$ cat src/rtl/sprite_compositor_if.sv
// Pixel-in, sprite ROM and composited-pixel-out signals of the sprite compositor.
// The slave modport is the compositor's view and the master modport is the surrounding pipeline's view.
interface sprite_compositor_if #(
  parameter int N_ENEMY = 4
);
  logic                  pix_valid;
  logic                  pix_ready;
  logic [8:0]            PixelX;
  logic [8:0]            PixelY;
  logic                  player_is_obj;
  logic [12:0]           player_address;
  logic [N_ENEMY-1:0]    enemy_is_obj;
  logic [13*N_ENEMY-1:0] enemy_address;
  logic [13:0]           rom_addr;
  logic [3:0]            rom_data;
  logic                  out_valid;
  logic [8:0]            out_x;
  logic [8:0]            out_y;
  logic [3:0]            out_color;
  logic [3:0]            out_layer;

  modport slave (
    input  pix_valid, PixelX, PixelY, player_is_obj, player_address,
           enemy_is_obj, enemy_address, rom_data,
    output pix_ready, rom_addr, out_valid, out_x, out_y, out_color, out_layer
  );

  modport master (
    output pix_valid, PixelX, PixelY, player_is_obj, player_address,
           enemy_is_obj, enemy_address, rom_data,
    input  pix_ready, rom_addr, out_valid, out_x, out_y, out_color, out_layer
  );
endinterface

$ cat src/rtl/sprite_compositor.sv
// Per-pixel sprite priority resolver: reads ROM in priority order (player, enemy 0..N-1) until an opaque texel is found.
// Latency is k*(ROM_LATENCY+1)+1 cycles for k reads; pix_ready is high only in IDLE, so upstream holds pix_valid meanwhile.
module sprite_compositor #(
  parameter int          N_ENEMY     = 4,
  parameter int          ROM_LATENCY = 1,
  parameter int          MAX_TRIES   = 3,
  parameter logic [3:0]  BG_COLOR    = 4'd1
) (
  input logic               Clk,
  input logic               Reset,
  sprite_compositor_if.slave bus
);
  localparam int N  = N_ENEMY + 1;
  localparam int IW = $clog2(N);
  localparam logic [1:0] LAT   = 2'(ROM_LATENCY);
  localparam logic [3:0] MAX_T = 4'(MAX_TRIES);

  typedef enum logic [1:0] {IDLE, WAIT, DONE} state_t;

  state_t        state;
  logic [N-1:0]  mask_q;
  logic [12:0]   addr_q [N];
  logic [8:0]    x_q;
  logic [8:0]    y_q;
  logic [3:0]    tries;
  logic [3:0]    cur_layer;
  logic [1:0]    wait_cnt;

  logic [N-1:0]  cand_mask;
  logic [N-1:0]  next_mask;
  logic [12:0]   cand_addr [N];
  logic [IW-1:0] sel_idx;
  logic          sel_any;

  // In IDLE the candidates come straight from the inputs so the first read launches on the accept edge.
  always_comb begin
    cand_mask = mask_q;
    sel_idx   = '0;
    sel_any   = 1'b0;
    for (int i = 0; i < N; i++) cand_addr[i] = addr_q[i];
    if (state == IDLE) begin
      cand_mask    = {bus.enemy_is_obj, bus.player_is_obj};
      cand_addr[0] = bus.player_address;
      for (int k = 0; k < N_ENEMY; k++) cand_addr[k+1] = bus.enemy_address[13*k +: 13];
    end
    for (int i = N - 1; i >= 0; i--) begin
      if (cand_mask[i]) begin
        sel_idx = IW'(i);
        sel_any = 1'b1;
      end
    end
    next_mask = cand_mask & ~(N'(1) << sel_idx);
  end

  assign bus.pix_ready = (state == IDLE) && !Reset;

  always_ff @(posedge Clk) begin
    if (Reset) begin
      state         <= IDLE;
      mask_q        <= '0;
      x_q           <= '0;
      y_q           <= '0;
      tries         <= '0;
      cur_layer     <= '0;
      wait_cnt      <= '0;
      bus.rom_addr  <= '0;
      bus.out_valid <= 1'b0;
      bus.out_x     <= '0;
      bus.out_y     <= '0;
      bus.out_color <= '0;
      bus.out_layer <= '0;
      for (int i = 0; i < N; i++) addr_q[i] <= '0;
    end else begin
      bus.out_valid <= 1'b0;
      case (state)
        IDLE: begin
          if (bus.pix_valid) begin
            x_q <= bus.PixelX;
            y_q <= bus.PixelY;
            for (int i = 0; i < N; i++) addr_q[i] <= cand_addr[i];
            if (!sel_any) begin
              state         <= DONE;
              mask_q        <= '0;
              tries         <= '0;
              bus.out_valid <= 1'b1;
              bus.out_color <= BG_COLOR;
              bus.out_layer <= 4'd0;
              bus.out_x     <= bus.PixelX;
              bus.out_y     <= bus.PixelY;
            end else begin
              state        <= WAIT;
              bus.rom_addr <= {(sel_idx != '0), cand_addr[sel_idx]};
              mask_q       <= next_mask;
              wait_cnt     <= LAT;
              tries        <= 4'd1;
              cur_layer    <= 4'(sel_idx) + 4'd1;
            end
          end
        end
        WAIT: begin
          if (wait_cnt != 2'd0) begin
            wait_cnt <= wait_cnt - 2'd1;
          end else if (bus.rom_data != 4'd0) begin
            state         <= DONE;
            bus.out_valid <= 1'b1;
            bus.out_color <= bus.rom_data;
            bus.out_layer <= cur_layer;
            bus.out_x     <= x_q;
            bus.out_y     <= y_q;
          end else if (sel_any && (tries < MAX_T)) begin
            bus.rom_addr <= {(sel_idx != '0), cand_addr[sel_idx]};
            mask_q       <= next_mask;
            wait_cnt     <= LAT;
            tries        <= tries + 4'd1;
            cur_layer    <= 4'(sel_idx) + 4'd1;
          end else begin
            state         <= DONE;
            bus.out_valid <= 1'b1;
            bus.out_color <= BG_COLOR;
            bus.out_layer <= 4'd0;
            bus.out_x     <= x_q;
            bus.out_y     <= y_q;
          end
        end
        DONE:    state <= IDLE;
        default: state <= IDLE;
      endcase
    end
  end
endmodule
$ cat src/flat_wrapper.sv
// flat-port wrapper written by rule: the top's interface ports become plain ports
module sprite_compositor_flat 
#(
  parameter int          N_ENEMY     = 4,
  parameter int          ROM_LATENCY = 1,
  parameter int          MAX_TRIES   = 3,
  parameter logic [3:0]  BG_COLOR    = 4'd1
)
  (Clk, Reset, bus_pix_valid, bus_PixelX, bus_PixelY, bus_player_is_obj, bus_player_address, bus_enemy_is_obj, bus_enemy_address, bus_rom_data, bus_pix_ready, bus_rom_addr, bus_out_valid, bus_out_x, bus_out_y, bus_out_color, bus_out_layer);
  sprite_compositor_if #(.N_ENEMY(N_ENEMY)) bus_i ();
  input logic Clk;
  input logic Reset;
  input wire logic [$bits(bus_i.pix_valid)-1:0] bus_pix_valid;
  input wire logic [$bits(bus_i.PixelX)-1:0] bus_PixelX;
  input wire logic [$bits(bus_i.PixelY)-1:0] bus_PixelY;
  input wire logic [$bits(bus_i.player_is_obj)-1:0] bus_player_is_obj;
  input wire logic [$bits(bus_i.player_address)-1:0] bus_player_address;
  input wire logic [$bits(bus_i.enemy_is_obj)-1:0] bus_enemy_is_obj;
  input wire logic [$bits(bus_i.enemy_address)-1:0] bus_enemy_address;
  input wire logic [$bits(bus_i.rom_data)-1:0] bus_rom_data;
  output wire logic [$bits(bus_i.pix_ready)-1:0] bus_pix_ready;
  output wire logic [$bits(bus_i.rom_addr)-1:0] bus_rom_addr;
  output wire logic [$bits(bus_i.out_valid)-1:0] bus_out_valid;
  output wire logic [$bits(bus_i.out_x)-1:0] bus_out_x;
  output wire logic [$bits(bus_i.out_y)-1:0] bus_out_y;
  output wire logic [$bits(bus_i.out_color)-1:0] bus_out_color;
  output wire logic [$bits(bus_i.out_layer)-1:0] bus_out_layer;
  assign bus_i.pix_valid = bus_pix_valid;
  assign bus_i.PixelX = bus_PixelX;
  assign bus_i.PixelY = bus_PixelY;
  assign bus_i.player_is_obj = bus_player_is_obj;
  assign bus_i.player_address = bus_player_address;
  assign bus_i.enemy_is_obj = bus_enemy_is_obj;
  assign bus_i.enemy_address = bus_enemy_address;
  assign bus_i.rom_data = bus_rom_data;
  assign bus_pix_ready = bus_i.pix_ready;
  assign bus_rom_addr = bus_i.rom_addr;
  assign bus_out_valid = bus_i.out_valid;
  assign bus_out_x = bus_i.out_x;
  assign bus_out_y = bus_i.out_y;
  assign bus_out_color = bus_i.out_color;
  assign bus_out_layer = bus_i.out_layer;
  sprite_compositor #(.N_ENEMY(N_ENEMY), .ROM_LATENCY(ROM_LATENCY), .MAX_TRIES(MAX_TRIES), .BG_COLOR(BG_COLOR)) u_core (.Clk(Clk), .Reset(Reset), .bus(bus_i));
endmodule
$ cat config.mk
export PLATFORM = sky130hd
export DESIGN_NAME = sprite_compositor_flat
export DESIGN_NICKNAME = d
export VERILOG_FILES = /design/src/rtl/sprite_compositor_if.sv /design/src/rtl/sprite_compositor.sv /design/src/flat_wrapper.sv
export SDC_FILE = /design/constraint.sdc
export NUM_CORES = 1
export LEC_CHECK = 0
export CELL_PAD_IN_SITES_DETAIL_PLACEMENT = 1
export CELL_PAD_IN_SITES_GLOBAL_PLACEMENT = 1
export CORE_UTILIZATION = 40
export DETAILED_ROUTE_END_ITERATION = 16
export PLACE_DENSITY_LB_ADDON = 0.1
export REMOVE_ABC_BUFFERS = 1
export SLEW_MARGIN = 10
export SYNTH_ARGS = -nofsm -noshare
export SYNTH_HDL_FRONTEND = slang
export SYNTH_SLANG_ARGS = --single-unit
$ cat constraint.sdc
create_clock -name Clk -period 5 [get_ports Clk]
set_clock_uncertainty 0.15 [all_clocks]
set_input_delay 1 -clock Clk [delete_from_list [all_inputs] [get_ports Clk]]
set_output_delay 1 -clock Clk [all_outputs]
set_load 0.01 [all_outputs]
==> results of run 1 <==
## path summary, 6_finish.rpt
check                                     start                  end  cells after the start
worst min-delay path              u_core.y_q[3]        u_core.y_q[3]                      2
worst min register to register    u_core.y_q[3]        u_core.y_q[3]                      2
worst max register to register  u_core.state[1]  u_core.bus.out_y[7]                      6
worst max-delay path            u_core.state[1]  u_core.bus.out_y[7]                      6
## registers in the layout (all words and copies together) (netlist names)
signal / count
u_core.y_q: 9
u_core.bus.rom_addr: 14
u_core.addr_q: 65
u_core.cur_layer: 4
u_core.bus.out_y: 9
u_core.state: 2
u_core.mask_q: 5
u_core.bus.out_layer: 4
u_core.wait_cnt: 2
u_core.tries: 4
u_core.bus.out_valid: 1
u_core.x_q: 9
u_core.bus.out_x: 9
u_core.bus.out_color: 4
## logic make-up (layout without fill, tap and decap cells)
kind of cell	after synthesis	after routing	synth area share [%]
flops	141	141	50.6
compound gates	181	181	18.0
fa+ha+maj	5	5	0.912
simple gates	269	269	19.1
mux	47	47	6.89
buf+inv	74	192	4.40
## metrics by stage
| step | hold WS (ns) | setup slack, ns | setup TNS (ns) |
|---|---|---|---|
| global route | 0.334 | 0.857 | 0 |
| CTS | 0.310 | 1.22 | 0 |
| detailed placement | 0.302 | 0.863 | 0 |
| floorplan | 0.275 | -0.425 | -28.18 |
| global placement | 0.291 | 0.991 | 0 |
| finish | 0.305 | 1.17 | 0 |
## area by class of cell
cell class,instances,area [µm²]
Multi-Input combinational cell,502,3110
Sequential cell,141,3470
Timing Repair Buffer,153,1480
Inverter,7,26.3
Fill cell,1831,7680
Tap cell,220,275
Clock buffer,23,513
Clock inverter,9,78.8
## power by group through the flow
stage	Clock, mW	Combinational (mW)	Sequential (mW)
CTS	1.28	0.740	1.39
detailed placement	0	0.732	1.42
finish	1.26	0.738	1.39
floorplan	0	0.368	1.42
global placement	0	0.706	1.41
global route	1.33	0.804	1.41
## cells in the mapped netlist, types with 3 or more instances
library cell,number
and3_1,67
clkbuf_1,60
nor2_1,26
a21oi_1,69
nand3_1,4
or4b_1,4
a211o_1,13
nor2b_1,3
ha_1,5
o21ai_0,30
inv_1,6
buf_2,4
o21a_1,3
nand2_1,119
edfxtp_1,65
a311oi_1,19
nor3_1,20
nand4_1,16
a221oi_1,14
nor4_1,3
a32o_1,14
dfxtp_1,76
mux2i_1,45
## worst max-delay path: stages (launching register included)
cell      delay (ns)
dfxtp_1         0.88
or2_2           0.56
o21ai_0         0.36
o31a_1          0.52
o22ai_4         0.78
a21oi_1         0.18
a311oi_1        0.27
## layer usage
metal  GRT usage, %  vias to the layer above  routed length [µm]
met5              0                        -                   0
met4           10.9                        0                 583
met3           5.02                       40                 978
met2           42.4                      160               10700
met1           32.6                     3126                9540
li1               -                     2877                   -
==> flow_metrics.py, run 1 <==
metrics = {
    "synth": {
        "synth_top_area_share_pct": 28.5,
        "avgSynthCellArea_um2": 9.57,
        "synth.top_cells.by_area": "edfxtp_1 28%, dfxtp_1 22%, mux2i_1 6.6%",
        "ys_seq_area_share_pct": 50.6,
        "synth_warnings": 0,
        "synth-main-ff-cell": "dfxtp_1",
        "synth_area_um2": 6860,
        "async_flop_share_pct": 0,
        "synth.distinct_cells": 49,
        "synth_top_area_cell": "edfxtp_1",
        "synth-edff-count": 65,
        "synthCells": 717,
        "ys_ff_latch": 141,
    },
    "cts": {
        "cts_resized": 0,
        "cts_setup_buffers": 0,
        "clkLatencyLatePin_ns": 0.42,
        "cts.sink_count": 141,
        "clockRootBuffer": "clkbuf_16",
        "h-tree-depth": 4,
        "clkTransAtPathRegs_ns": 0.06,
        "cts_tree": "yes",
        "cts_made_buffers": 17,
        "cts_buffer_depth": 2,
        "hold_buffers": 0,
    },
    "power": {
        "internal_power_mw": 2.43,
        "p_comb_share_pct": 21.8,
        "p_switching_mw": 0.966,
        "fin_total_pwr_mw": 3.39,
        "p_clk_share_pct": 37.1,
        "peakVddDrop_mv": 0.223,
        "leakage_nw": 3.59,
        "power_frac_seq_pct": 41.1,
        "power_density_nw_per_um2": 378,
        "p_sw_share_pct": 28.5,
    },
    "critical_path": {
        "rrSetupSlack_ns": 1.17,
        "setup.worst_path.end_class": "flip-flop",
        "worst-setup-path-type": "flip-flop to flip-flop",
        "path_max_fanout": 37,
        "worstSetupStartpointType": "flip-flop",
        "crit_required_ns": 5.17,
        "worstPathArrival_ns": 4.00,
    },
    "finish": {
        "n_antenna_cell": 0,
        "final_cell_mix": "135 x clkdlybuf4s50_1, 118 x nand2_1, 76 x dfxtp_1, 69 x a21oi_1, 67 x and3_1",
        "layout.cells.non_filler": 1055,
        "final_cell_area_um2": 8960,
        "area_growth_syn_to_layout_pct": 30.7,
        "fin_nets": 922,
        "utilization_pct": 53.9,
        "final_common_cell": "clkdlybuf4s50_1",
        "drive_gt1_share_pct": 7.31,
    },
    "timing": {
        "setup_viol_count_final": 0,
        "achievable-frequency_mhz": 261,
        "rsz0062_at_grt": "false",
        "fin_crit_sh_pct": 76.6,
        "relSlewSlack_pct": 21.3,
        "hold_viol": 0,
        "worst_slew_pin_slew_ns": 1.17,
        "slew_violations": 0,
        "layout_min_cycle_time_ns": 3.83,
    },
    "placement": {
        "place.gp.congestion": 0.829,
        "dpl.cell_count": 1023,
        "dpl-instance-area_um2": 8370,
        "dp_hpwl_um": 14100,
        "portBuffers": 136,
    },
    "global_routing": {
        "grt_pass1_wl_um": 35300,
        "grtUsageTotal_pct": 25.7,
        "grt_max_degree": 66,
        "antenna_found_initial": 0,
        "grt_pass1_vias": 6626,
        "grt_overflow": 0,
    },
    "route": {
        "drt_iter0_markers": 324,
        "drc": 0,
        "wl_per_cell_um": 20.7,
        "dr.pass1.iters": 4,
        "wl_um": 21800,
        "routed_via_density": 5.88,
        "drt.antenna.violating_nets": 0,
        "vias": 6203,
    },
    "floorplanning": {
        "fp.dieW_um": 133,
        "die_y_um": 133,
        "std_cell_rows": 47,
        "initial_core_util_pct": 41.2,
        "core_um2": 16600,
        "die_area_um2": 17700,
        "pin_count": 137,
    },
    "flow_run": {
        "cap_violations": 0,
    },
    "run_status": {
        "outcome": "finished, final reports clean",
    },
    "min_path": {
        "hold_class": "flip-flop to flip-flop",
    },
}
No activity file was read; power rests on OpenSTA's default activity.
==> run 2: changes to the inputs <==
CORE_UTILIZATION = 36   (was 40)
clock period = 3.25 ns   (was 5 ns; I/O delays follow)
==> run 2 against run 1 <==
  * Routed wire length grew 2.5%
  * Combinational power increased by 61%
  * Highest routed layer unchanged
  * Non-clock buffer count rose by 23
  * Largest power group unchanged
  * Largest cell class unchanged
  * Power increased by 58%
  * Critical endpoint is now u_core.bus.out_y[6]
  * First-iteration DRC count grew 4.3%
  * Flip-flop and latch count unchanged
  * Critical path type is now primary input to flip-flop
==> flow_metrics.py, run 2 (synthesis results as in run 1) <==
metrics = {
    "run_status": {
        "outcome": "finished, final reports clean",
    },
    "route": {
        "drt_iter0_markers": 338,
        "drc": 0,
        "wl_per_cell_um": 20.5,
        "vias": 6179,
        "routed_via_density": 5.66,
        "wl_um": 22400,
        "drt.antenna.violating_nets": 0,
        "dr.pass1.iters": 4,
    },
    "floorplanning": {
        "die_area_um2": 19600,
        "pin_count": 137,
        "core_um2": 18700,
        "initial_core_util_pct": 36.7,
        "fp.dieW_um": 140,
        "std_cell_rows": 50,
        "die_y_um": 140,
    },
    "global_routing": {
        "antenna_found_initial": 0,
        "grt_pass1_vias": 6688,
        "grtUsageTotal_pct": 23.4,
        "grt_overflow": 0,
        "grt_pass1_wl_um": 35700,
        "grt_max_degree": 66,
    },
    "power": {
        "power_density_nw_per_um2": 580,
        "fin_total_pwr_mw": 5.34,
        "peakVddDrop_mv": 0.469,
        "leakage_nw": 3.73,
    },
    "min_path": {
        "hold_class": "flip-flop to flip-flop",
        "min_from": "u_core.y_q[0]",
        "hold_depth": 2,
        "holdPathEnd": "u_core.y_q[0]",
    },
    "critical_path": {
        "crit_cells": 7,
        "r2r_cells": 6,
        "rrSetupSlack_ns": 0.30,
        "cpLargestDelayFamily": "compound AO/OA/AOI/OAI gates",
        "worstPathArrival_ns": 3.30,
        "worst-setup-path-type": "primary input to flip-flop",
        "path_max_fanout": 37,
        "timing.rr.start": "u_core.state[0]",
        "setup.worst_path.end_class": "flip-flop",
        "crit_required_ns": 3.43,
        "cp_cell_sequence": "clkdlybuf4s50_1 -> or4_4 -> o31a_4 -> o31a_1 -> o22ai_4 -> a21oi_1 -> a311oi_1",
        "cpMaxStageDelayCell": "o22ai_4",
        "rr_endpoint": "u_core.bus.out_y[6]",
        "worstSetupStartpointType": "primary input",
        "path_buf_inv": 1,
        "slowest_delay_ns": 0.75,
    },
    "timing": {
        "hold_viol": 0,
        "layout_min_cycle_time_ns": 3.13,
        "fin_crit_sh_pct": 96.3,
        "achievable-frequency_mhz": 320,
        "tns_ns": 0,
        "worst_slew_pin_slew_ns": 1.02,
        "setup_viol_count_final": 0,
        "slew_violations": 0,
        "relSlewSlack_pct": 31.8,
        "rsz0062_at_grt": "true",
    },
    "finish": {
        "final_common_cell": "clkdlybuf4s50_1",
        "regMostFlops": "u_core.addr_q",
        "reg_top3": "u_core.addr_q: 65 flops, u_core.bus.rom_addr: 14 flops",
        "layout.cells.non_filler": 1091,
        "drive_gt1_share_pct": 10.2,
        "area_growth_syn_to_layout_pct": 34.3,
        "n_antenna_cell": 0,
        "fin_nets": 945,
        "final_cell_mix": "134 x clkdlybuf4s50_1, 118 x nand2_1, 76 x dfxtp_1, 68 x a21oi_1, 67 x and3_1",
        "largest_register_ffs": 65,
    },
    "cts": {
        "cts_buffer_depth": 2,
        "cts.sink_count": 141,
        "clkTransAtPathRegs_ns": 0.06,
        "hold_buffers": 0,
        "clockRootBuffer": "clkbuf_16",
        "h-tree-depth": 4,
        "cts_made_buffers": 17,
        "cts_tree": "yes",
        "clkLatencyLatePin_ns": 0.42,
    },
    "placement": {
        "place.gp.congestion": 0.840,
        "dp_hpwl_um": 14700,
        "portBuffers": 136,
        "dpl.cell_count": 1060,
    },
    "flow_run": {
        "cap_violations": 0,
    },
}
==> run 2: per-layer routing <==
metal / vias to the layer above / part of all wire, % / GRT usage (%) / wire length [µm]
met4: 0 / 2.3 / 9.54 / 504
li1: 2928 / - / - / -
met5: - / 0 / 0 / 0
met2: 157 / 50 / 40.4 / 11100
met3: 32 / 4.4 / 4.44 / 982
met1: 3062 / 44 / 28.7 / 9760
==> run 2: how the worst max path moves through the flow <==
stage                             start             endpoint  slack, ns
finish              bus_enemy_is_obj[0]  u_core.bus.out_y[6]       0.12
global route        bus_enemy_is_obj[0]  u_core.bus.out_y[6]    0.00005
CTS                 bus_enemy_is_obj[0]  u_core.bus.out_y[6]       0.15
detailed placement  bus_enemy_is_obj[0]  u_core.bus.out_x[1]      -0.30
global placement    bus_enemy_is_obj[0]  u_core.bus.out_x[5]      -0.23
floorplan               u_core.state[1]  u_core.addr_q[0][0]      -2.17
==> run 2: where the power goes <==
group / switching [mW] / internal, mW / total, mW
clock: 0.801 / 1.21 / 2.01
sequential: 0.0899 / 2.05 / 2.14
combinational: 0.654 / 0.539 / 1.19
==> run 2: metrics by stage <==
step | cell area (µm²) | worst slack, ns | hold WS (ns) | utilization [%]
6_report | 9210 | 0.121 | 0.310 | 49.2
5_1_grt | 9210 | 0.0000473 | 0.331 | 49.2
4_1_cts | 9210 | 0.148 | 0.311 | 49.2
3_5_place_dp | 8600 | -0.301 | 0.301 | 46.0
3_3_place_gp | 8600 | -0.227 | 0.291 | 46.0
2_1_floorplan | 6590 | -2.17 | 0.275 | -
==> run 2: what timing repair did <==
action,4_1_cts,5_1_grt
buffers inserted,0,0
endpoints found under the setup margin,0,2
resized for setup,0,1
==> run 2: final cells by class <==
class / instances / area [µm²]
repair buffers: 176 / 1690
fillers: 2088 / 9500
clock inverters: 10 / 96.3
multi-input cells: 502 / 3120
well taps: 234 / 293
clock buffers: 21 / 514
flip-flops and latches: 141 / 3470
inverters: 7 / 26.3
==> run 2: tightest hold or removal path: stages, from the launching register on <==
cell     delay, ns
dfxtp_1       0.31
nand2_1       0.05
a21oi_1       0.05
==> run 3: changes to the inputs <==
--- a/constraint.sdc
+++ b/constraint.sdc
@@ -3,3 +3,3 @@
 set_input_delay 0.65 -clock Clk [delete_from_list [all_inputs] [get_ports Clk]]
 set_output_delay 0.65 -clock Clk [all_outputs]
-set_load 0.01 [all_outputs]
+set_load 0.02 [all_outputs]
==> run 3 against run 2 <==
  * Cell count did not move
  * Die area did not move
  * Fmax rose by 1.1%
  * First-iteration DRC count fell by 8.9%
  * Critical endpoint is now u_core.bus.rom_addr[11]
  * Power rose by 1.1%
  * Cell area fell by 0.34%
  * Non-clock buffer count fell by 2
  * Global-route usage rose by 0.24 points
  * Flip-flop and latch count did not move
==> flow_metrics.py, run 3 (synthesis results as in run 1) <==
metrics = {
    "run_status": {
        "outcome": "finished, final reports clean",
    },
    "finish": {
        "reg_top3": "u_core.addr_q: 65 flops, u_core.bus.rom_addr: 14 flops",
        "final_cell_area_um2": 9180,
        "area_growth_syn_to_layout_pct": 33.8,
        "fin_nets": 944,
        "drive_gt1_share_pct": 10.0,
        "final_cell_mix": "134 x clkdlybuf4s50_1, 118 x nand2_1, 76 x dfxtp_1, 69 x a21oi_1, 67 x and3_1",
        "largest_register_ffs": 65,
        "n_antenna_cell": 0,
        "final_common_cell": "clkdlybuf4s50_1",
        "regMostFlops": "u_core.addr_q",
    },
    "cts": {
        "cts_tree": "yes",
        "cts_resized": 0,
        "cts_setup_buffers": 0,
        "clockRootBuffer": "clkbuf_16",
        "h-tree-depth": 4,
        "cts_buffer_depth": 2,
        "hold_buffers": 0,
        "clkTransAtPathRegs_ns": 0.06,
        "clkLatencyLatePin_ns": 0.42,
        "cts_made_buffers": 17,
        "cts.sink_count": 141,
    },
    "floorplanning": {
        "pin_count": 137,
        "die_area_um2": 19600,
        "core_um2": 18700,
        "die_y_um": 140,
        "std_cell_rows": 50,
        "initial_core_util_pct": 36.7,
        "fp.dieW_um": 140,
    },
    "timing": {
        "slew_violations": 0,
        "hold_viol": 0,
        "tns_ns": 0,
        "achievable-frequency_mhz": 323,
        "setup_viol_count_final": 0,
        "relSlewSlack_pct": 41.7,
        "rsz0062_at_grt": "false",
        "fin_crit_sh_pct": 95.3,
        "worst_slew_pin_slew_ns": 0.874,
        "layout_min_cycle_time_ns": 3.10,
    },
    "critical_path": {
        "r2r_cells": 7,
        "worstSetupStartpointType": "primary input",
        "rr_endpoint": "u_core.bus.out_layer[2]",
        "rrSetupSlack_ns": 0.39,
        "cp-startpoint": "bus_rom_data[1]",
        "worst-setup-path-type": "primary input to flip-flop",
        "slowest_delay_ns": 0.56,
        "cp_cell_sequence": "clkdlybuf4s50_1 -> or4_1 -> nor4_1 -> o31a_1 -> buf_4 -> o211ai_1 -> buf_12 -> a32o_1",
        "path_max_fanout": 26,
        "setup.worst_path.end_class": "flip-flop",
        "timing.rr.start": "u_core.state[0]",
        "worstPathArrival_ns": 3.25,
        "crit_required_ns": 3.40,
        "cpMaxStageDelayCell": "or4_1",
    },
    "power": {
        "p_clk_share_pct": 37.4,
        "peakVddDrop_mv": 0.411,
        "internal_power_mw": 3.77,
        "p_sw_share_pct": 30.2,
        "power_frac_seq_pct": 39.6,
        "p_switching_mw": 1.63,
        "p_comb_share_pct": 23.0,
        "leakage_nw": 3.70,
        "power_density_nw_per_um2": 589,
    },
    "placement": {
        "dpl-instance-area_um2": 8560,
        "dp_hpwl_um": 14800,
        "place.gp.congestion": 0.850,
        "portBuffers": 136,
    },
    "route": {
        "drc": 0,
        "highest_layer": "met4",
        "drt_iter0_markers": 308,
        "route.met3.wl_um": 1090,
        "wl_met1_um": 9750,
        "wl_per_cell_um": 21.0,
        "drt.antenna.violating_nets": 0,
        "wl_met2_um": 11600,
        "dr.pass1.iters": 4,
        "vias": 6202,
        "wl_um": 22900,
        "routed_via_density": 5.68,
    },
    "min_path": {
        "holdPathEnd": "u_core.x_q[8]",
        "hold_depth": 2,
        "hold_class": "flip-flop to flip-flop",
        "min_from": "u_core.x_q[8]",
    },
    "global_routing": {
        "grt_overflow": 0,
        "grt_max_degree": 66,
        "grt_pass1_wl_um": 35900,
        "grt_pass1_vias": 6698,
        "grtUsageTotal_pct": 23.7,
        "antenna_found_initial": 0,
    },
    "flow_run": {
        "cap_violations": 0,
    },
}
-- run 3: cell type report --
cell class / count / area, µm²
fillers: 2086 / 9530
flip-flops and latches: 141 / 3470
multi-input cells: 503 / 3130
repair buffers: 174 / 1650
clock buffers: 18 / 450
well taps: 234 / 293
clock inverters: 14 / 160
inverters: 7 / 26.3
-- run 3: worst max-delay path by stage --
stage	end	cells after the start	slack, ns
after detailed placement	u_core.bus.out_y[6]	7	-0.29
after CTS	u_core.bus.out_y[1]	7	0.15
after global placement	u_core.bus.out_x[5]	7	-0.22
final	u_core.bus.rom_addr[11]	8	0.15
after global routing	u_core.bus.rom_addr[11]	8	0.03
after floorplan	u_core.addr_q[0][0]	3	-2.17
-- run 3: critical path: cells and delay by family --
kind                   cells  cell delay [ns]
AO/OA/AOI/OAI              3             0.83
buffers and inverters      3             0.85
AND/OR/NAND/NOR            2             0.92
-- run 3: per-layer routing --
layer,track usage (%),vias up
met3,4.68,19
met5,0,-
met4,7.00,0
met1,28.7,3077
li1,-,2941
met2,42.2,165
-- run 3: metrics by stage --
stage                     instances  setup slack (ns)  power, mW  util, %  hold WS [ns]
after floorplan                 650             -2.17       2.80        -         0.275
after global placement         1058            -0.216       3.36     45.7         0.291
after detailed placement       1058            -0.287       3.41     45.7         0.301
after CTS                      1090             0.148       5.44     49.0         0.310
after global routing           1091            0.0260       5.63     49.1         0.331
final                          1091             0.154       5.40     49.1         0.308
-- run 3: power by group through the flow --
stage,sequential (mW),combinational [mW],clock [mW]
after CTS,2.14,1.25,2.05
after floorplan,2.23,0.568,0
after global routing,2.16,1.35,2.12
after detailed placement,2.17,1.24,0
final,2.14,1.25,2.02
after global placement,2.16,1.20,0
==> variant 1: new RTL, config.mk and constraints of run 3 <==
`N_ENEMY` is set to 4 in 3 places; all go to 8.
--- a/src/rtl/sprite_compositor_if.sv
+++ b/src/rtl/sprite_compositor_if.sv
@@ -1,7 +1,7 @@
 // Pixel-in, sprite ROM and composited-pixel-out signals of the sprite compositor.
 // The slave modport is the compositor's view and the master modport is the surrounding pipeline's view.
 interface sprite_compositor_if #(
-  parameter int N_ENEMY = 4
+  parameter int N_ENEMY = 8
 );
   logic                  pix_valid;
   logic                  pix_ready;
--- a/src/rtl/sprite_compositor.sv
+++ b/src/rtl/sprite_compositor.sv
@@ -1,7 +1,7 @@
 // Per-pixel sprite priority resolver: reads ROM in priority order (player, enemy 0..N-1) until an opaque texel is found.
 // Latency is k*(ROM_LATENCY+1)+1 cycles for k reads; pix_ready is high only in IDLE, so upstream holds pix_valid meanwhile.
 module sprite_compositor #(
-  parameter int          N_ENEMY     = 4,
+  parameter int          N_ENEMY     = 8,
   parameter int          ROM_LATENCY = 1,
   parameter int          MAX_TRIES   = 3,
   parameter logic [3:0]  BG_COLOR    = 4'd1
--- a/src/flat_wrapper.sv
+++ b/src/flat_wrapper.sv
@@ -1,7 +1,7 @@
 // flat-port wrapper written by rule: the top's interface ports become plain ports
 module sprite_compositor_flat 
 #(
-  parameter int          N_ENEMY     = 4,
+  parameter int          N_ENEMY     = 8,
   parameter int          ROM_LATENCY = 1,
   parameter int          MAX_TRIES   = 3,
   parameter logic [3:0]  BG_COLOR    = 4'd1
Interface: changed (resized bus_enemy_address and bus_enemy_is_obj); port bits go from 137 to 193. No check against the original RTL was run, so the function may have changed too.
==> variant 1 against run 3 <==
- sequential cell count is 56 higher
- worst hold slack better by 1.7 ps
- area after synthesis is 52% higher
- non-clock buffer count is 119 higher
- cell area is 55% higher
- via count is 48% higher
- register-to-register slack worse by 180 ps
- worst setup slack worse by 74 ps
- die area is 51% higher
- wire length is 54% higher
- sequential share of layout area is 1.8 points lower
- power is 39% higher
- global-route usage is 0.16 points higher
- highest routed layer unchanged
==> variant 1: results <==
[outcome]
status = "finished clean"

[critical_path]
reg2reg_depth = 9
critical_path.endpoint = "u_core.mask_q[7]$_SDFFE_PP0P_"
r2r_end = "u_core.bus.out_x[4]$_SDFFE_PP0P_"
arrival_ps = 3390
ff2ff_setup_slack_ps = 210
startpoint = "bus_enemy_is_obj[1]"
crit_fanout = 5
critical-path-slowest-cell = "clkdlybuf4s50_1"
slowest_delay_ps = 520
r2r_start = "u_core.state[1]$_SDFFE_PP0P_"

[final_layout]
multiInputGateArea_mm2 = 0.00507
fill_cells = 3097
nFlopsAndLatches = 197
final-clk-cell-share_pct = 4.16
n_all_buffers = 293
seqCellArea_mm2 = 0.00511
finalNetCount = 1444
final_layout_size_suffix_gt1_share_pct = 16.3
diodes = 2
multi_input_cells = 759

[pwr]
leakage_nw = 5.29
ir_worst_vdd_v = 0.000294
p_switching_w = 0.00250

[clock_tree]
clk_latency_ps = 440
cts_resized = 14

[drt]
via_per_inst = 5.48
drt_iter0_markers = 552
first_pass_iters = 5

[sta]
tightest_slew_ps = 1140
hold_ws_ps = 309

[global_routing]
grt_max_degree = 82
antenna_found_initial = 2
grt.total_usage_pct = 23.8
grt_pass1_wl_mm = 53.6

[hold_path]
worst_hold_startpoint = "u_core.y_q[8]$_SDFFE_PP0P_"
min_to = "u_core.y_q[8]$_SDFFE_PP0P_"

[synthesis]
synth_edf_count = 117
yosys_most_used_dff = "edfxtp_1"
synth.distinct_cells = 60

[placement]
io_buffers = 192
place.gp.congestion = 0.814
## variant 1: cell count changes after synthesis, sizes merged, moves of 28 or more
cell | run 3 | this run
mux2i | 45 | 73
and2 | 2 | 105
and3 | 67 | 0
edfxtp | 65 | 117
nor2 | 26 | 60
nor3 | 20 | 60
## variant 1: power by group through the flow
stage | clock network, W | registers, W | logic, W
2_1_floorplan | 0 | 0.00314 | 0.00107
3_3_place_gp | 0 | 0.00309 | 0.00216
3_5_place_dp | 0 | 0.00310 | 0.00220
4_1_cts | 0.00218 | 0.00305 | 0.00224
5_1_grt | 0.00228 | 0.00307 | 0.00246
6_report | 0.00216 | 0.00305 | 0.00229
## variant 1: metrics by stage
| stage | setup WS, ps | setup TNS [ps] | util [%] | area [um2] | cells |
|---|---|---|---|---|---|
| 6_report | 79.4 | 0 | 50.4 | 14200 | 1679 |
| 5_1_grt | -3.12 | -3.12 | 50.4 | 14200 | 1678 |
| 3_5_place_dp | -647 | -24700 | 47.6 | 13400 | 1641 |
| 4_1_cts | 4.70 | 0 | 49.9 | 14000 | 1673 |
| 3_3_place_gp | -567 | -22240 | 47.6 | 13400 | 1641 |
| 2_1_floorplan | -5810 | -1495300 | - | 10100 | 974 |
## variant 1: metal layers
metal	vias to the layer above	wire (um)	track usage, %
met4	0	852	8.85
met2	203	17300	40.8
li1	4354	-	-
met5	-	0	0
met3	45	1550	4.10
met1	4607	15500	29.9
## variant 1: worst max-delay path: cells and delay by family
kind	cells	cell delay (ps)
AO/OA/AOI/OAI	5	600
adder cells (fa/ha/maj)	2	430
buffers and inverters	3	840
multiplexers	1	340
AND/OR/NAND/NOR	1	510
==> variant 2: new RTL, settings of run 3 <==
Made on the original files. Reset style: asynchronous (`Reset`), changed in one clocked block.
--- a/src/rtl/sprite_compositor.sv
+++ b/src/rtl/sprite_compositor.sv
@@ -54,7 +54,7 @@
 
   assign bus.pix_ready = (state == IDLE) && !Reset;
 
-  always_ff @(posedge Clk) begin
+  always_ff @(posedge Clk or posedge Reset) begin
     if (Reset) begin
       state         <= IDLE;
       mask_q        <= '0;
Formal check against the unedited RTL: differs if Reset is asserted again (counterexample within 4 cycles, from zero or initial values and one cycle with Reset high); with Reset held inactive, the same outputs for 4 cycles.
==> variant 2 against run 3 <==
- core utilization is 0.53 points higher
- maximum frequency is 4.9% higher
- first-iteration DRC count decreased by 37%
- wire length shrank 12%
- worst hold slack better by 15 ps
- critical path depth is 5 lower
- worst setup slack improved by 140 ps
- cell area grew 2.1%
- sequential share of layout area shrank 0.19 points
- via count shrank 4.8%
- sequential cell count is the same
- area after synthesis up 2.4%
- non-clock buffer count is 12 lower
- largest cell class unchanged
Power is not compared: it rests on default switching activity, and its combinational part moved more than twofold at a synthesized area within 25%.
==> variant 2: results <==
[sta]
hold_ws_ps = 323
tightest_slew_ps = 945

[critical_path]
r2r_end = "u_core.mask_q[4]$_DFFE_PP0P_"
ff2ff_setup_slack_ps = 420
reg2reg_depth = 9
crit_fanout = 9
r2r_start = "u_core.state[1]$_DFFE_PP0P_"

[synthesis]
ys_async_sr_fraction_pct = 100
synth.distinct_cells = 51
ys_seq_area_share_pct = 50.2
yosys_warnings = 0
yosys_most_used_dff = "dfrtp_1"
synth.area.top_cells = "dfrtp_1 50%, nand2_1 18%, mux2i_1 5.8%"
synth_commonest_cells = "335 x nand2_1, 141 x dfrtp_1, 41 x mux2i_1"

[global_routing]
antenna_found_initial = 0
grt_max_degree = 59
grt_pass1_wl_mm = 33.0
grt.total_usage_pct = 21.3
grt_pass1_vias = 6604

[outcome]
status = "finished clean"

[drt]
maxUsedRoutingLayer = "met4"
routed_wl_mm = 20.1
wl_met3_um = 714
drt-met1-wl_mm = 8.57
first_pass_iters = 4
vias = 5902
wl_met2_mm = 10.5
drt_iter0_markers = 194

[placement]
io_buffers = 136
dp_hpwl_mm = 14.0
pre_cts_slack_ps = 33.8
place.gp.congestion = 0.805
place_area_mm2 = 0.00877

[clock_tree]
clk_latency_ps = 420
clockBufferDepth = 2
cts_resized = 0
numCtsBuffers = 17
cts.clk_slew.worst_paths_ps = 60
post_cts.repair.setup_buffers = 0
cts_htree_levels = 4

[final_layout]
diodes = 0
largest_registers = "u_core.addr_q (65), u_core.bus.rom_addr (14)"
finalNetCount = 991
final_layout_size_suffix_gt1_share_pct = 10.2
fill_cells = 2153

[pwr]
ir_worst_vdd_v = 0.000539
leakage_nw = 4.43

[hold_path]
hp-class = "flip-flop to flip-flop"
min_to = "u_core.addr_q[41]$_DFFE_PP0P_"
worst_hold_startpoint = "u_core.addr_q[41]$_DFFE_PP0P_"
[variant 2: cell types whose count changed after synthesis, sizes merged, moves of 15 or more]
cell / change
nand2: +217
dfrtp: +141
dfxtp: -76
and3: -67
edfxtp: -65
a21oi: -63
clkbuf: -37
a311oi: -19
mux2: +17
buf: +15
mux4: +15
[variant 2: power by group]
group | switching [W] | leakage [nW] | internal, W
clock | 0.000815 | 0.287 | 0.00116
combinational | 0.00276 | 2.40 | 0.00220
sequential | 0.000535 | 1.75 | 0.00258
[variant 2: worst max-delay path by stage]
stage	from	to	slack [ps]	cells past startpoint
2_1_floorplan	Reset	u_core.addr_q[0]$_DFFE_PP0P_	-1330	1
3_3_place_gp	bus_enemy_is_obj[0]	u_core.bus.out_y[3]$_DFFE_PP0P_	60	7
3_5_place_dp	bus_enemy_is_obj[0]	u_core.bus.out_x[6]$_DFFE_PP0P_	30	7
4_1_cts	u_core.state[1]$_DFFE_PP0P_	bus_pix_ready	270	3
5_1_grt	u_core.state[1]$_DFFE_PP0P_	bus_pix_ready	260	3
6_report	u_core.state[1]$_DFFE_PP0P_	bus_pix_ready	300	3
[variant 2: metrics by stage]
stage | power [W] | cells | utilization (%) | setup TNS, ps
final | 0.0101 | 1163 | 49.6 | 0
after global routing | 0.0108 | 1163 | 49.6 | 0
after CTS | 0.0102 | 1163 | 49.6 | 0
after detailed placement | 0.00817 | 1131 | 46.4 | 0
after global placement | 0.00794 | 1131 | 46.4 | 0
after floorplan | 0.00614 | 709 | - | -222980
[variant 2: critical path, cell delays in order, from the launching register on]
cell and delay, ps:
dfrtp_1 580, or2_2 430, nor2_1 100, clkdlybuf4s50_1 610
[variant 2: logic make-up (layout without fill, tap and decap cells)]
kind of cell    Yosys count  after routing  share of synthesized area (%)
simple gates            410            410                           24.4
flops                   141            141                           50.2
mux                      75             75                           13.7
compound gates           65             65                           6.72
buf+inv                  57            206                           3.85
fa+ha+maj                 6              6                           1.07
[variant 2: metal layers]
metal | vias to the layer above | track usage [%]
met4 | 0 | 7.41
met1 | 3006 | 25.3
met3 | 22 | 3.95
met5 | - | 0
li1 | 2773 | -
met2 | 101 | 38.4
[variant 2: cell type report]
cell class	instances	area, um2	area share (%)
sequential	141	3530	37.7
multi-input combinational	556	3250	34.6
timing repair buffer	162	1620	17.3
clock buffer	18	439	4.69
tap	260	325	3.47
clock inverter	14	163	1.74
inverter	12	50.0	0.534
